**config.mk**
```make
export PLATFORM = sky130hd
export DESIGN_NAME = io_port_responder
export DESIGN_NICKNAME = d
export VERILOG_FILES = /design/src/rtl/io_port_responder_pkg.sv /design/src/rtl/port_fifo.sv /design/src/rtl/io_port_responder.sv
export SDC_FILE = /design/constraint.sdc
export NUM_CORES = 1
export LEC_CHECK = 0
export BUFFER_PORTS_ARGS = -buffer_cell sky130_fd_sc_hd__buf_2
export CAP_MARGIN = 15
export CORE_MARGIN = 3
export CORE_UTILIZATION = 50
export DETAILED_ROUTE_END_ITERATION = 10
export PLACE_DENSITY_LB_ADDON = 0.12
export SYNTH_ARGS = -nofsm -noshare
export SYNTH_HDL_FRONTEND = slang
export SYNTH_SLANG_ARGS = --single-unit
```
**constraint.sdc**
```tcl
create_clock -name CLK -period 4.7 [get_ports CLK]
set_input_delay 0.235 -clock CLK [delete_from_list [all_inputs] [get_ports CLK]]
set_output_delay 0.235 -clock CLK [all_outputs]
set_load 0.005 [all_outputs]
```
**src/rtl/io_port_responder_pkg.sv**
```systemverilog
// Shared types and constants for the I/O port responder: access FSM states,
// status register bit positions and the default port address.
package portpackage;

    typedef enum logic {IDLE, RESP} ACC_STATE;

    localparam int ST_RX_NE    = 0;
    localparam int ST_TX_FULL  = 1;
    localparam int ST_TX_EMPTY = 2;
    localparam int ST_RX_FULL  = 3;
    localparam int ST_TX_OVF   = 4;
    localparam int ST_RX_UNF   = 5;

    localparam logic [6:0] DEF_PORT_BASE = 7'h7E;

endpackage

```
**src/rtl/port_fifo.sv**
```systemverilog
// Synchronous FIFO with extra-MSB pointers; the caller guarantees that it
// never pushes when full (without a pop) and never pops when empty.
module port_fifo #(
    parameter int DATA_W = 8,
    parameter int DEPTH  = 4
) (
    input  logic              CLK,
    input  logic              RST,
    input  logic              push,
    input  logic              pop,
    input  logic [DATA_W-1:0] wdata,
    output logic [DATA_W-1:0] rdata,
    output logic              full,
    output logic              empty
);
    localparam int AW = $clog2(DEPTH);

    logic [AW:0]       wr_ptr, rd_ptr;
    logic [DATA_W-1:0] mem [DEPTH];

    always_ff @(posedge CLK or posedge RST) begin
        if (RST) begin
            wr_ptr <= '0;
            rd_ptr <= '0;
        end else begin
            if (push) wr_ptr <= wr_ptr + 1'b1;
            if (pop)  rd_ptr <= rd_ptr + 1'b1;
        end
    end

    // Storage is left unreset; empty gating at the top hides stale contents.
    always_ff @(posedge CLK) begin
        if (push) mem[wr_ptr[AW-1:0]] <= wdata;
    end

    assign rdata = mem[rd_ptr[AW-1:0]];
    assign empty = (wr_ptr == rd_ptr);
    assign full  = (wr_ptr[AW] != rd_ptr[AW]) && (wr_ptr[AW-1:0] == rd_ptr[AW-1:0]);

endmodule

```
**src/rtl/io_port_responder.sv**
```systemverilog
// CPU port responder: data/status registers over TX/RX FIFOs with one-cycle
// read response. Define PORT_IRQ_EN to build the registered interrupt output.
module io_port_responder
    import portpackage::*;
#(
    parameter int         DATA_W    = 8,
    parameter int         DEPTH     = 4,
    parameter logic [6:0] PORT_BASE = DEF_PORT_BASE
) (
    input  logic              CLK,
    input  logic              RST,
    input  logic              PORT_EN,
    input  logic              PORT_RD,
    input  logic [6:0]        ADDR,
    input  logic [DATA_W-1:0] WDATA,
    output logic [DATA_W-1:0] RDATA,
    output logic              RDATA_OE,
    output logic [DATA_W-1:0] TX_DATA,
    output logic              TX_VALID,
    input  logic              TX_READY,
    input  logic [DATA_W-1:0] RX_DATA,
    input  logic              RX_VALID,
    output logic              RX_READY,
    output logic              IRQ
);
    ACC_STATE          state;
    logic              tx_full, tx_empty, rx_full, rx_empty;
    logic [DATA_W-1:0] tx_head, rx_head;
    logic              tx_ovf, rx_unf, rdy_en;

    logic hit_data, hit_stat, rd_hit;
    logic tx_push, tx_pop, rx_push, rx_pop;
    logic tx_ovf_set, rx_unf_set, tx_ovf_clr, rx_unf_clr;
    logic [DATA_W-1:0] status, rd_val;

    assign hit_data = PORT_EN && (ADDR == PORT_BASE);
    assign hit_stat = PORT_EN && (ADDR == PORT_BASE + 7'd1);
    assign rd_hit   = (hit_data || hit_stat) && PORT_RD;

    // A sink pop in the same cycle frees a slot, so a write to a full FIFO is still taken.
    assign tx_pop     = !tx_empty && TX_READY;
    assign tx_push    = hit_data && !PORT_RD && (!tx_full || tx_pop);
    assign tx_ovf_set = hit_data && !PORT_RD && tx_full && !tx_pop;
    assign tx_ovf_clr = hit_stat && !PORT_RD && WDATA[ST_TX_OVF];

    assign rx_push    = RX_VALID && RX_READY;
    assign rx_pop     = hit_data && PORT_RD && !rx_empty;
    assign rx_unf_set = hit_data && PORT_RD && rx_empty;
    assign rx_unf_clr = hit_stat && !PORT_RD && WDATA[ST_RX_UNF];

    assign TX_VALID = !tx_empty;
    assign TX_DATA  = tx_empty ? '0 : tx_head;
    assign RX_READY = rdy_en && !rx_full;

    always_comb begin
        status              = '0;
        status[ST_RX_NE]    = !rx_empty;
        status[ST_TX_FULL]  = tx_full;
        status[ST_TX_EMPTY] = tx_empty;
        status[ST_RX_FULL]  = rx_full;
        status[ST_TX_OVF]   = tx_ovf;
        status[ST_RX_UNF]   = rx_unf;
    end

    assign rd_val = hit_stat ? status : (rx_empty ? '0 : rx_head);

    port_fifo #(.DATA_W(DATA_W), .DEPTH(DEPTH)) u_tx_fifo (
        .CLK(CLK), .RST(RST), .push(tx_push), .pop(tx_pop),
        .wdata(WDATA), .rdata(tx_head), .full(tx_full), .empty(tx_empty)
    );

    port_fifo #(.DATA_W(DATA_W), .DEPTH(DEPTH)) u_rx_fifo (
        .CLK(CLK), .RST(RST), .push(rx_push), .pop(rx_pop),
        .wdata(RX_DATA), .rdata(rx_head), .full(rx_full), .empty(rx_empty)
    );

    always_ff @(posedge CLK or posedge RST) begin
        if (RST) begin
            state    <= IDLE;
            RDATA    <= '0;
            RDATA_OE <= 1'b0;
        end else if (rd_hit) begin
            state    <= RESP;
            RDATA    <= rd_val;
            RDATA_OE <= 1'b1;
        end else begin
            state    <= IDLE;
            RDATA    <= '0;
            RDATA_OE <= 1'b0;
        end
    end

    // Set has priority over a same-cycle clear.
    always_ff @(posedge CLK or posedge RST) begin
        if (RST) begin
            tx_ovf <= 1'b0;
            rx_unf <= 1'b0;
            rdy_en <= 1'b0;
        end else begin
            tx_ovf <= tx_ovf_set || (tx_ovf && !tx_ovf_clr);
            rx_unf <= rx_unf_set || (rx_unf && !rx_unf_clr);
            rdy_en <= 1'b1;
        end
    end

`ifdef PORT_IRQ_EN
    always_ff @(posedge CLK or posedge RST) begin
        if (RST) IRQ <= 1'b0;
        else     IRQ <= !rx_empty || tx_ovf || rx_unf;
    end
`else
    assign IRQ = 1'b0;
`endif

endmodule
```
==> flow_summary.toml <==
[clock_network]
cts_resized = 0
cts_max_level = 3
ctsHoldBuffers = 0
worstSkewPairLatency_ns = 0.34
cts_root_buffer = "clkbuf_8"
cts_tree = "done"
post-cts-setup-buffer-count = 0
cts_inserted_buffers = 9
clockBufferDepth = 2
clk_pin_slew_worst_paths_ns = 0.09
cts_sinks = 88

[floorplanning]
ioPinCount = 49
row_count = 30
die_area_sq_mm = 0.008401
dieHeight_microns = 91.66
core_area_sq_mm = 0.006944
die_x_microns = 91.66
start_util_pct = 52.83

[timing]
rsz0062_at_grt = "no"
setup_tns_ns = 0
tightestPinTransition_ns = 0.9395
slew_headroom_pct = 37.30
fin_crit_sh_pct = 53.49
skew_ns = 0.006850
hold_viol = 0
fmax_mhz = 397.8
setup_viol = 0
min_period_ns = 2.514
hold_slack_ns = 0.09029
drv_slew = 0

[detailed_routing]
route.detailed.drc = 0
viasPerCell = 5.247
ant_nets = 0
drt_pre_antenna_iters = 4
routedWlPerCell_microns = 17.48
drt_iter0_markers = 101
wirelength_microns = 6293
via_count = 1889

[place]
place.gp.congestion = 0.7598
io_buffers = 47
dp_hpwl_microns = 4509

[layout]
final_net_count = 299
diodes = 0
area_growth_syn_to_layout_pct = 12.76
final_util_pct = 59.57
layout_common_cells = "edfxtp_1 (64), buf_2 (47), dfrtp_1 (24), mux4_2 (16), and2_1 (16)"
nFillCells = 539
final_common_cell = "edfxtp_1"
drive_gt1_share_pct = 32.20

[synth]
yosysSeqAreaShare_pct = 68.76
synth_compound_area_share_pct = 2.933
synth_edf_count = 64
synth_top_family_by_area = "multiplexers"
synthArstFlopShare_pct = 27.27
synthDistinctLibCells = 40
synthesis.nets = 250
synth_mux_area_share_pct = 10.85
ys_top_cells_by_area = "edfxtp_1 (52%), dfrtp_1 (16%), mux4_2 (9.8%)"
yosysTopAreaCell = "edfxtp_1"
synth_flop_cell = "edfxtp_1"
avgSynthCellArea_sq_um = 17.39
yosys_warnings = 0
synthSimpleGateAreaFrac_pct = 6.958
syn_inst = 211
synth-seq-cells = 88
synth_xor_area_share_pct = 4.195
syn_area_sq_mm = 0.003669
synth_fa_ha_area_share_pct = 3.411
synth_top_area_share_pct = 52.39

[critical_path]
worstPathArrival_ns = 2.28
startpoint_type = "register"
endpoint_kind = "primary output"
crit_required_ns = 4.47
path_class = "reg -> out"
critical_path.max_fanout = 12

[global_route]
grt_pass1_wl_microns = 10250
grtUsageTotal_pct = 16.39
grt_pass1_vias = 1892
grt_max_degree = 25
antenna_found_initial = 0
grt-ovfl-total = 0

[outcome]
status = "completed"

[run]
cap_violations = 0

[power_and_ir_drop]
p_leak_nw = 1.617
p_per_area_mw_per_mm2 = 444.0
vdd_ir_drop_max_v = 0.0002655

[worst_hold_path]
hold_path_class = "in -> async"
metrics by stage:
stage	power, mW	area [sq um]	std cells	worst slack (ns)
finish	1.836	4136	360	2.186
global route	1.951	4136	360	2.014
CTS	1.861	4136	360	2.134
detailed placement	1.392	3959	345	2.362
global placement	1.387	3959	345	2.429
floorplan	1.274	3669	211	2.914
final timing paths:
path / cells after the start / end / slack (ns) / start
worst max-delay path: 4 / TX_DATA[2] / 2.19 / u_tx_fifo.rd_ptr[0]$_DFFE_PP0P_
min in group CLK: 1 / u_rx_fifo.mem[2][6]$_DFFE_PP_ / 0.10 / RX_DATA[6]
worst max register to register: 4 / u_tx_fifo.mem[1][1]$_DFFE_PP_ / 2.35 / u_tx_fifo.rd_ptr[0]$_DFFE_PP0P_
worst min-delay path: 2 / u_rx_fifo.wr_ptr[0]$_DFFE_PP0P_ / 0.09 / RST
max in group asynchronous: 2 / rx_unf$_DFF_PP0_ / 4.03 / RST
worst min register to register: 1 / u_tx_fifo.wr_ptr[2]$_DFFE_PP0P_ / 0.50 / u_tx_fifo.wr_ptr[2]$_DFFE_PP0P_
metal layers:
metal | vias up | GRT usage (%) | share of wire, %
met5 | - | 0 | 0
met4 | 0 | 4.648 | 0.57
met3 | 2 | 6.235 | 6.9
met2 | 67 | 21.42 | 43
met1 | 934 | 25.47 | 50
li1 | 886 | - | -
synthesized netlist by cell type (3+ instances only):
master    instances
dfrtp_1          24
nand4_1           3
mux4_2           16
inv_1             9
clkbuf_1          3
buf_6             3
nor2_1           10
ha_1             10
nand2_1           4
and2_1           16
edfxtp_1         64
nand3_1           3
xor2_1            5
xnor2_1           7
critical path: stages (launching register included):
cell     delay (ns)
dfrtp_1        0.76
xor2_1         0.23
or3_1          0.57
and2_1         0.24
buf_2          0.13
flip-flops by register name, summed over array words and instances (netlist names):
signal	cells
u_rx_fifo.wr_ptr	3
u_rx_fifo.rd_ptr	3
u_tx_fifo.mem	32
u_tx_fifo.rd_ptr	3
RDATA	8
u_tx_fifo.wr_ptr	3
rx_unf	1
u_rx_fifo.mem	32
RDATA_OE	1
tx_ovf	1
rdy_en	1
cell type report:
| type | instances | area (sq um) | area share [%] |
|---|---|---|---|
| Tap cell | 96 | 120.1 | 2.904 |
| Multi-Input combinational cell | 105 | 1047 | 25.32 |
| Clock inverter | 6 | 53.80 | 1.301 |
| Timing Repair Buffer | 47 | 235.2 | 5.687 |
| Clock buffer | 9 | 123.9 | 2.995 |
| Sequential cell | 88 | 2522 | 60.98 |
| Inverter | 9 | 33.78 | 0.8167 |
kinds of logic (layout without fill, tap and decap cells):
family / Yosys count / in the layout
adders and majority gates: 10 / 10
AOI/OAI and AO/OA: 14 / 14
xor gates and xnor gates: 15 / 15
other: 2 / 2
and+or+nand+nor: 45 / 45
muxes: 19 / 19
buffers and inverters: 18 / 71
DFF: 88 / 88
power by group:
group / leakage [nW] / internal (mW) / total [mW] / switching, mW
Combinational: 0.636 / 0.212 / 0.389 / 0.177
Sequential: 0.893 / 0.894 / 0.981 / 0.0872
Clock: 0.0882 / 0.198 / 0.466 / 0.267
Total: 1.62 / 1.30 / 1.84 / 0.532
Note: power is estimated with default switching activity, not from simulation.
